==> src/rtl/wb_arbiter_pkg.sv <==
// Shared types and constants for the writeback arbiter slice.
package wb_arbiter_pkg;

  localparam int unsigned N_UNITS_DEF = 4;
  localparam int unsigned DATA_W_DEF  = 32;
  localparam int unsigned TAG_W_DEF   = 4;

  // Fixed execution-unit slots on the shared writeback port.
  typedef enum logic [2:0] {
    UNIT_BYPASS = 3'd0,
    UNIT_ALU    = 3'd1,
    UNIT_SHIFT  = 3'd2,
    UNIT_LOGIC  = 3'd3
  } unit_id_e;

  // Writeback packet at the default widths.
  typedef struct packed {
    logic [DATA_W_DEF-1:0] data;
    logic [TAG_W_DEF-1:0]  tag;
  } wb_pkt_t;

  // Modulo-n reduction for values known to be below 2*n.
  function automatic int unsigned rr_wrap(input int unsigned idx, input int unsigned n);
    return (idx >= n) ? (idx - n) : idx;
  endfunction

endpackage

==> src/rtl/wb_arbiter_rr_arbiter.sv <==
// Combinational round-robin arbiter: the first requester at or after ptr wins.
module rr_arbiter
  import wb_arbiter_pkg::*;
#(
  parameter  int unsigned N  = 4,
  localparam int unsigned PW = $clog2(N)
) (
  input  logic [N-1:0]  req,
  input  logic [PW-1:0] ptr,
  output logic [N-1:0]  grant,
  output logic [PW-1:0] grant_idx,
  output logic          any_grant
);

  logic [PW-1:0] cand;

  // Scan ptr, ptr+1, ... (mod N) and take the first request found.
  always_comb begin
    grant     = '0;
    grant_idx = '0;
    any_grant = 1'b0;
    cand      = '0;
    for (int unsigned off = 0; off < N; off++) begin
      cand = PW'(rr_wrap(32'(ptr) + off, N));
      if (!any_grant && req[cand]) begin
        grant[cand] = 1'b1;
        grant_idx   = cand;
        any_grant   = 1'b1;
      end
    end
  end

endmodule

==> src/rtl/wb_arbiter.sv <==
// Writeback port sharing: one holding buffer per execution unit, a round-robin
// pick of one full buffer per cycle, and a registered writeback stage.
module wb_arbiter
  import wb_arbiter_pkg::*;
#(
  parameter  int unsigned N_UNITS = N_UNITS_DEF,
  parameter  int unsigned DATA_W  = DATA_W_DEF,
  parameter  int unsigned TAG_W   = TAG_W_DEF,
  localparam int unsigned UW      = $clog2(N_UNITS)
) (
  input  logic                      clk,
  input  logic                      reset,
  input  logic                      flush,
  input  logic [N_UNITS-1:0]        unit_valid,
  input  logic [N_UNITS*DATA_W-1:0] unit_result,
  input  logic [N_UNITS*TAG_W-1:0]  unit_tag,
  output logic [N_UNITS-1:0]        unit_ready,
  output logic                      wb_valid,
  output logic [DATA_W-1:0]         wb_data,
  output logic [TAG_W-1:0]          wb_tag,
  output logic [UW-1:0]             wb_unit,
  input  logic                      wb_ready
);

  typedef struct packed {
    logic [DATA_W-1:0] data;
    logic [TAG_W-1:0]  tag;
  } pkt_t;

  logic [N_UNITS-1:0] buf_v_q, buf_v_d;
  pkt_t               buf_q [N_UNITS];
  pkt_t               buf_d [N_UNITS];
  logic [UW-1:0]      rr_ptr_q, rr_ptr_d;
  logic               wb_valid_q, wb_valid_d;
  pkt_t               wb_pkt_q, wb_pkt_d;
  logic [UW-1:0]      wb_unit_q, wb_unit_d;

  logic               wb_free;
  logic [N_UNITS-1:0] req;
  logic [N_UNITS-1:0] grant;
  logic [N_UNITS-1:0] load;
  logic [UW-1:0]      grant_idx;
  logic               any_grant;
  pkt_t               in_pkt [N_UNITS];

  // Slice the flat unit buses into per-unit packets.
  always_comb begin
    for (int unsigned i = 0; i < N_UNITS; i++) begin
      in_pkt[i].data = unit_result[i*DATA_W +: DATA_W];
      in_pkt[i].tag  = unit_tag[i*TAG_W +: TAG_W];
    end
  end

  // Arbitration only runs when the writeback stage can take a new result.
  always_comb begin
    wb_free    = !wb_valid_q || wb_ready;
    req        = wb_free ? buf_v_q : '0;
    // A buffer being drained this cycle may be refilled in the same cycle.
    unit_ready = ~buf_v_q | grant;
    load       = unit_valid & unit_ready;
  end

  rr_arbiter #(
    .N (N_UNITS)
  ) u_rr (
    .req       (req),
    .ptr       (rr_ptr_q),
    .grant     (grant),
    .grant_idx (grant_idx),
    .any_grant (any_grant)
  );

  // Next state for buffers, pointer and writeback stage; flush overrides all.
  always_comb begin
    buf_v_d    = buf_v_q;
    buf_d      = buf_q;
    rr_ptr_d   = rr_ptr_q;
    wb_valid_d = wb_valid_q;
    wb_pkt_d   = wb_pkt_q;
    wb_unit_d  = wb_unit_q;
    if (flush) begin
      buf_v_d    = '0;
      wb_valid_d = 1'b0;
    end else begin
      buf_v_d = (buf_v_q & ~grant) | load;
      for (int unsigned i = 0; i < N_UNITS; i++) begin
        if (load[i]) begin
          buf_d[i] = in_pkt[i];
        end
      end
      if (any_grant) begin
        wb_valid_d = 1'b1;
        wb_pkt_d   = buf_q[grant_idx];
        wb_unit_d  = grant_idx;
        rr_ptr_d   = UW'(rr_wrap(32'(grant_idx) + 32'd1, N_UNITS));
      end else if (wb_free) begin
        wb_valid_d = 1'b0;
      end
    end
  end

  // State registers with asynchronous active-low clear.
  always_ff @(posedge clk or negedge reset) begin
    if (!reset) begin
      buf_v_q    <= '0;
      rr_ptr_q   <= '0;
      wb_valid_q <= 1'b0;
      wb_pkt_q   <= '0;
      wb_unit_q  <= '0;
      for (int unsigned i = 0; i < N_UNITS; i++) begin
        buf_q[i] <= '0;
      end
    end else begin
      buf_v_q    <= buf_v_d;
      rr_ptr_q   <= rr_ptr_d;
      wb_valid_q <= wb_valid_d;
      wb_pkt_q   <= wb_pkt_d;
      wb_unit_q  <= wb_unit_d;
      for (int unsigned i = 0; i < N_UNITS; i++) begin
        buf_q[i] <= buf_d[i];
      end
    end
  end

  assign wb_valid = wb_valid_q;
  assign wb_data  = wb_pkt_q.data;
  assign wb_tag   = wb_pkt_q.tag;
  assign wb_unit  = wb_unit_q;

endmodule

==> config.mk <==
export PLATFORM = sky130hd
export DESIGN_NAME = wb_arbiter
export DESIGN_NICKNAME = d
export VERILOG_FILES = /design/src/rtl/wb_arbiter_pkg.sv /design/src/rtl/wb_arbiter_rr_arbiter.sv /design/src/rtl/wb_arbiter.sv
export SDC_FILE = /design/constraint.sdc
export NUM_CORES = 1
export LEC_CHECK = 0
export CAP_MARGIN = 10
export CORE_MARGIN = 3
export CORE_UTILIZATION = 55
export DETAILED_ROUTE_END_ITERATION = 7
export GPL_TIMING_DRIVEN = 0
export PLACE_DENSITY_LB_ADDON = 0.08
export SYNTH_ARGS = -nofsm -noshare
export SYNTH_HDL_FRONTEND = slang
export SYNTH_SLANG_ARGS = --single-unit
export TNS_END_PERCENT = 10
==> constraint.sdc <==
create_clock -name clk -period 7.4 [get_ports clk]
set_clock_uncertainty 0.1 [all_clocks]
set_input_delay 1.11 -clock clk [delete_from_list [all_inputs] [get_ports clk]]
set_output_delay 1.11 -clock clk [all_outputs]
set_load 0.05 [all_outputs]
==> results of run 1 <==
[registers in the layout, indices dropped and copies added (netlist names)]
name      flops
buf_q       144
wb_data      32
buf_v_q       4
wb_tag        4
rr_ptr_q      2
wb_unit       2
wb_valid      1
[cell families (layout without fill, tap and decap cells)]
kind of cell	after synthesis	after routing	synth area share, %
multiplexers	221	221	27.1
flip-flops	189	189	50.9
AND/OR/NAND/NOR	149	149	7.19
AO/OA/AOI/OAI	139	139	9.68
buffers and inverters	64	291	4.17
adder cells (fa/ha/maj)	7	7	0.942
XOR/XNOR	1	1	0.0942
[power groups by stage]
stage,Sequential [µW],Clock (µW),Combinational [µW]
4_1_cts,1700,950,2570
5_1_grt,1750,1000,2750
3_5_place_dp,1720,0,2550
3_3_place_gp,1680,0,2450
2_1_floorplan,1960,0,1530
6_report,1710,942,2580
[stage by stage]
step / setup WS, ns / setup TNS [ns] / power (µW) / cells / util (%)
6_report: 2.18 / 0 / 5230 / 1213 / 74.8
2_1_floorplan: 3.73 / 0 / 3490 / 770 / -
4_1_cts: 2.28 / 0 / 5220 / 1213 / 74.8
3_5_place_dp: 2.45 / 0 / 4270 / 1181 / 71.1
3_3_place_gp: -2.34 / -440.05 / 4140 / 1180 / 70.9
5_1_grt: 2.04 / 0 / 5500 / 1213 / 74.8
[metal layers]
metal  vias up  part of all wire, %
li1       3175                    -
met1      3574                   40
met2       311                   51
met3        57                  6.9
met4         4                  2.3
met5         -                 0.10
[cell usage in the layout, fill, tap and decap left out, drive strengths merged, types with 19 or more instances in the layout]
cell and count:
a211o 36, a21oi 44, buf 31, clkbuf 41, clkdlybuf4s50 193, dfrtp 189, inv 19, mux2 183
mux2i 38, nand2 113, o21ai 43
[worst paths after layout]
| path | start | to | slack, ns | cells after the start |
|---|---|---|---|---|
| setup / recovery | rr_ptr_q[1]$_DFFE_PN0P_ | unit_ready[3] | 2.18 | 10 |
| hold / removal | buf_q[7]$_DFFE_PN0P_ | buf_q[7]$_DFFE_PN0P_ | 0.39 | 1 |
| setup reg to reg | rr_ptr_q[1]$_DFFE_PN0P_ | buf_q[49]$_DFFE_PN0P_ | 3.32 | 13 |
| hold reg to reg | buf_q[7]$_DFFE_PN0P_ | buf_q[7]$_DFFE_PN0P_ | 0.39 | 1 |
| max in group asynchronous | reset | buf_q[88]$_DFFE_PN0P_ | 5.71 | 2 |
| min in group asynchronous | reset | buf_q[0]$_DFFE_PN0P_ | 0.54 | 1 |
[cell type report]
class	instances	area (µm²)
clock buffer	17	425
timing repair buffer	195	1970
multi-input combinational	517	4180
sequential	189	4730
inverter	11	41.3
fill	1106	4090
tap	216	270
clock inverter	15	175
buffer	53	347
==> results_dict.tcl, run 1 <==
set metrics [dict create \
    status "completed" \
    rsz0062_at_grt "false" \
    synth_ff_type "dfrtp_1" \
    p_leak_uw 0.00545 \
    overflow 0 \
    yosys.cell_count.top_type "dfrtp_1" \
    cts_tree "built" \
    dp_hpwl_um 18100 \
    cp_common_cell "clkbuf_1" \
    synth.top_cells.by_count "dfrtp_1 (189), mux2_2 (145), nand2_1 (113)" \
    die_w_um 136 \
    combPwrFrac_pct 49.3 \
    dr.pass1.iters 8 \
    cts.htree.levels 4 \
    routed_wl_um 25900 \
    yosysTopAreaCellShare_pct 50.9 \
    netlist_instances 770 \
    ctsHoldBuffers 0 \
    max_freq_ghz 0.192 \
    hold-worst-slack_ns 0.390 \
    ys_seq_area_share_pct 50.9 \
    start_util_pct 57.3 \
    ioPinCount 195 \
    antenna_found_initial 2 \
    fin_nets 1143 \
    worst_pin_slew_ns 0.677 \
    route.antenna.remaining_nets 0 \
    grt.total_usage_pct 28.7 \
    crit_buf_inv 4 \
    crit_path_max_fanout 10 \
    vdd_drop_max_mv 0.231 \
    gp_congestion 0.882 \
    hp-class "reg2reg" \
    place_area_um2 11500 \
    grt_pass1_wl_um 41000 \
    grt_pass1_vias 7638 \
    synthesis.area_um2 9300 \
    clock-root-buffer "clkbuf_16" \
    path_cells "clkbuf_1 > inv_1 > ha_1 > clkbuf_1 > or3b_2 > nand3_1 > nand4_1 > o2111ai_1 > a21o_1 > clkdlybuf4s50_1" \
    critPathKind "reg2out" \
    p_switching_uw 2100 \
    yosys-top-cells-area "dfrtp_1 (51%), mux2_2 (18%), nand2_1 (4.6%), mux2i_1 (4.1%), a211o_1 (3.4%)" \
    placement.io_buffers 194 \
    die_area_um2 18500 \
    slew_headroom_pct 54.9 \
    post_cts_buffers 0 \
    viasPerCell 5.87 \
    post_cts_resized 0 \
    hold_viol 0 \
    wl_per_cell_um 21.3 \
    cts_buffer_depth 2 \
    cts_num_sinks 189 \
    drv_slew 0 \
    p_seq_share_pct 32.7 \
    slowest_delay_ns 0.81 \
    final_cell_area_um2 12100 \
    synth_area_per_cell_um2 12.1 \
    drt_iter0_markers 560 \
    powerDensity_nw_per_um2 430 \
    path_delay_family "buffers and inverters" \
    crit_slowest_cell "clkdlybuf4s50_1" \
    fin_crit_sh_pct 70.5 \
    synth-seq-cells 189 \
    drc 0 \
    grt_max_degree 109 \
    power.internal_uw 3120 \
    period_needed_ns 5.22 \
    vias 7121 \
    final_layout_size_suffix_gt1_share_pct 23.5 \
    diodes 0 \
    synth_edf_count 0 \
    clock_latency_ns 0.43 \
    core_area_um2 16200 \
    end_kind "primary output" \
    cp_data_required_time_ns 6.19 \
    met3_usage_pct 7.11 \
    cp-start-kind "flop" \
    ys_types 43 \
    setup_viol 0 \
    syn_nets 929 \
    synth.largest_area_cell "dfrtp_1" \
    ys_warn_count 0 \
    drv_cap 0 \
    area_delta_synth_final_pct 30.6 \
    numCtsBuffers 17 \
    fp-row-count 46 \
    grt_use_met1_pct 36.3 \
    met2_usage_pct 49.2 \
    die_h_um 136 \
    cp.arrival_ns 4.01 \
    cts.clk_slew.worst_paths_ns 0.07 \
    top_usage_layer "met2" \
    swShare_pct 40.2 \
    clkPwrFrac_pct 18.0 \
    async_flop_share_pct 100 \
]
No activity file was read; power rests on OpenSTA's default activity.
==> run 2: changes to the inputs <==
Settings changed: CORE_UTILIZATION 55 to 47.
Clock period 7.4 ns to 4.4 ns, I/O delays scaled along.
==> run 2 against run 1 <==
Against the previous run:
- combinational power increased by 64%
- non-clock buffer count unchanged
- die area grew 16%
- sequential power grew 65%
- clock power is 63% higher
- global-route usage shrank 5.6 points
- total power is 65% higher
- count of clock-buffer cells in the layout unchanged
- worst hold slack worse by 0.22 ns
- core utilization fell by 11 points
- first-iteration DRC count fell by 36%
- register-to-register slack got worse by 2.7 ns
- critical path type unchanged
- critical endpoint unchanged
- largest power group unchanged
==> results_dict.tcl, run 2 (same netlist as run 1, synthesis figures left out) <==
set metrics [dict create \
    start_util_pct 48.7 \
    viasPerCell 5.44 \
    dp_hpwl_um 16800 \
    core_area_um2 19100 \
    period_needed_ns 4.15 \
    fp-row-count 50 \
    critPathKind "reg2out" \
    diodes 0 \
    overflow 0 \
    worst_pin_slew_ns 0.740 \
    cts_buffer_depth 2 \
    post_cts_resized 4 \
    tns_ns 0 \
    cts_num_sinks 189 \
    largest_reg_flops 144 \
    ioPinCount 195 \
    cts.htree.levels 4 \
    p_leak_uw 0.00544 \
    drv_cap 0 \
    end_kind "primary output" \
    crit_path_start "rr_ptr_q[1]$_DFFE_PN0P_" \
    max_freq_ghz 0.241 \
    routed_wl_um 24500 \
    ctsHoldBuffers 0 \
    fillers 1546 \
    hp-class "in2async" \
    route.antenna.remaining_nets 0 \
    drt_iter0_markers 361 \
    status "completed" \
    final_layout_size_suffix_gt1_share_pct 23.6 \
    fin_nets 1143 \
    path_delay_family "buffers and inverters" \
    rsz0062_at_grt "false" \
    slowest_delay_ns 0.54 \
    crit_buf_inv 4 \
    vdd_drop_max_mv 0.332 \
    powerDensity_nw_per_um2 707 \
    post_cts_buffers 0 \
    cp-start-kind "flop" \
    cp_data_required_time_ns 3.64 \
    cp.arrival_ns 3.39 \
    slew_headroom_pct 50.6 \
    die_area_um2 21500 \
    antenna_found_initial 0 \
    drv_slew 0 \
    drc 0 \
    wl_per_cell_um 19.5 \
    finalPower_uw 8610 \
    dp_cells 1225 \
    crit_path_max_fanout 10 \
    regMostFlops "buf_q" \
    numCtsBuffers 17 \
    fin_crit_sh_pct 94.3 \
    setup_viol 0 \
    gp_congestion 0.869 \
    hold_viol 0 \
    clock_latency_ns 0.43 \
    grt_pass1_vias 7070 \
    die_h_um 147 \
    path_cells "clkbuf_2 > inv_1 > ha_1 > clkbuf_1 > nor3_1 > o221ai_4 > o2111ai_1 > a21o_1 > dlygate4sd2_1" \
    layout_common_cells "dfrtp_1 (189), clkdlybuf4s50_1 (189), mux2_2 (145)" \
    grt_pass1_wl_um 39100 \
    grt_max_degree 97 \
    grt.total_usage_pct 23.1 \
    crit_slowest_cell "dlygate4sd2_1" \
    worstReg2RegStart "rr_ptr_q[1]$_DFFE_PN0P_" \
    cts.clk_slew.worst_paths_ns 0.07 \
    placement.io_buffers 194 \
    vias 6835 \
    fin_cells 1256 \
    area_delta_synth_final_pct 30.9 \
    cts_tree "built" \
    clock-root-buffer "clkbuf_16" \
    dr.pass1.iters 5 \
    die_w_um 147 \
]
## run 2: changes by cell type in the layout (fill, tap and decap cells not counted), sizes merged
cell           delta
dlygate4sd2       +4
clkdlybuf4s50     -4
bufinv            -1
## run 2: path summary, 6_finish.rpt
| kind | to | slack [ns] | cells after the start |
|---|---|---|---|
| setup / recovery | unit_ready[3] | 0.25 | 9 |
| hold / removal | buf_q[74]$_DFFE_PN0P_ | 0.17 | 1 |
| setup reg to reg | wb_data[21]$_DFFE_PN0P_ | 0.66 | 12 |
| hold reg to reg | wb_unit[0]$_DFFE_PN0P_ | 0.38 | 1 |
| max in group asynchronous | buf_q[92]$_DFFE_PN0P_ | 3.13 | 2 |
| min in group clk | wb_unit[0]$_DFFE_PN0P_ | 0.38 | 1 |
## run 2: per-stage QoR
| stage | area [µm²] | util, % | hold WS (ns) | setup WS, ns |
|---|---|---|---|---|
| floorplan | 9300 | - | 0.264 | 0.830 |
| global placement | 11600 | 60.6 | 0.361 | -5.64 |
| detailed placement | 11600 | 60.8 | 0.371 | 0.260 |
| CTS | 12200 | 63.8 | 0.184 | 0.0594 |
| global route | 12200 | 63.8 | 0.208 | 0.0249 |
| finish | 12200 | 63.8 | 0.169 | 0.251 |
## run 2: power by group
group	switching [µW]	leakage, µW	internal, µW
Clock	733	0.000282	802
Sequential	421	0.00225	2410
Combinational	2270	0.00290	1970
## run 2: layer usage
metal	GRT usage, %	vias up	share of wire (%)
met5	0	-	0
met4	4.66	0	0.97
met3	6.52	15	6.6
met2	37.3	191	48
met1	31.4	3457	44
li1	-	3172	-
## run 2: layout make-up
type	instances	area, µm²	share of cell area (%)
plain buffers	53	348	2.86
multi-input cells	517	4190	34.4
clock buffers	17	425	3.49
clock inverters	14	149	1.22
flip-flops and latches	189	4730	38.9
well taps	260	325	2.67
inverters	11	41.3	0.339
repair buffers	195	1970	16.2
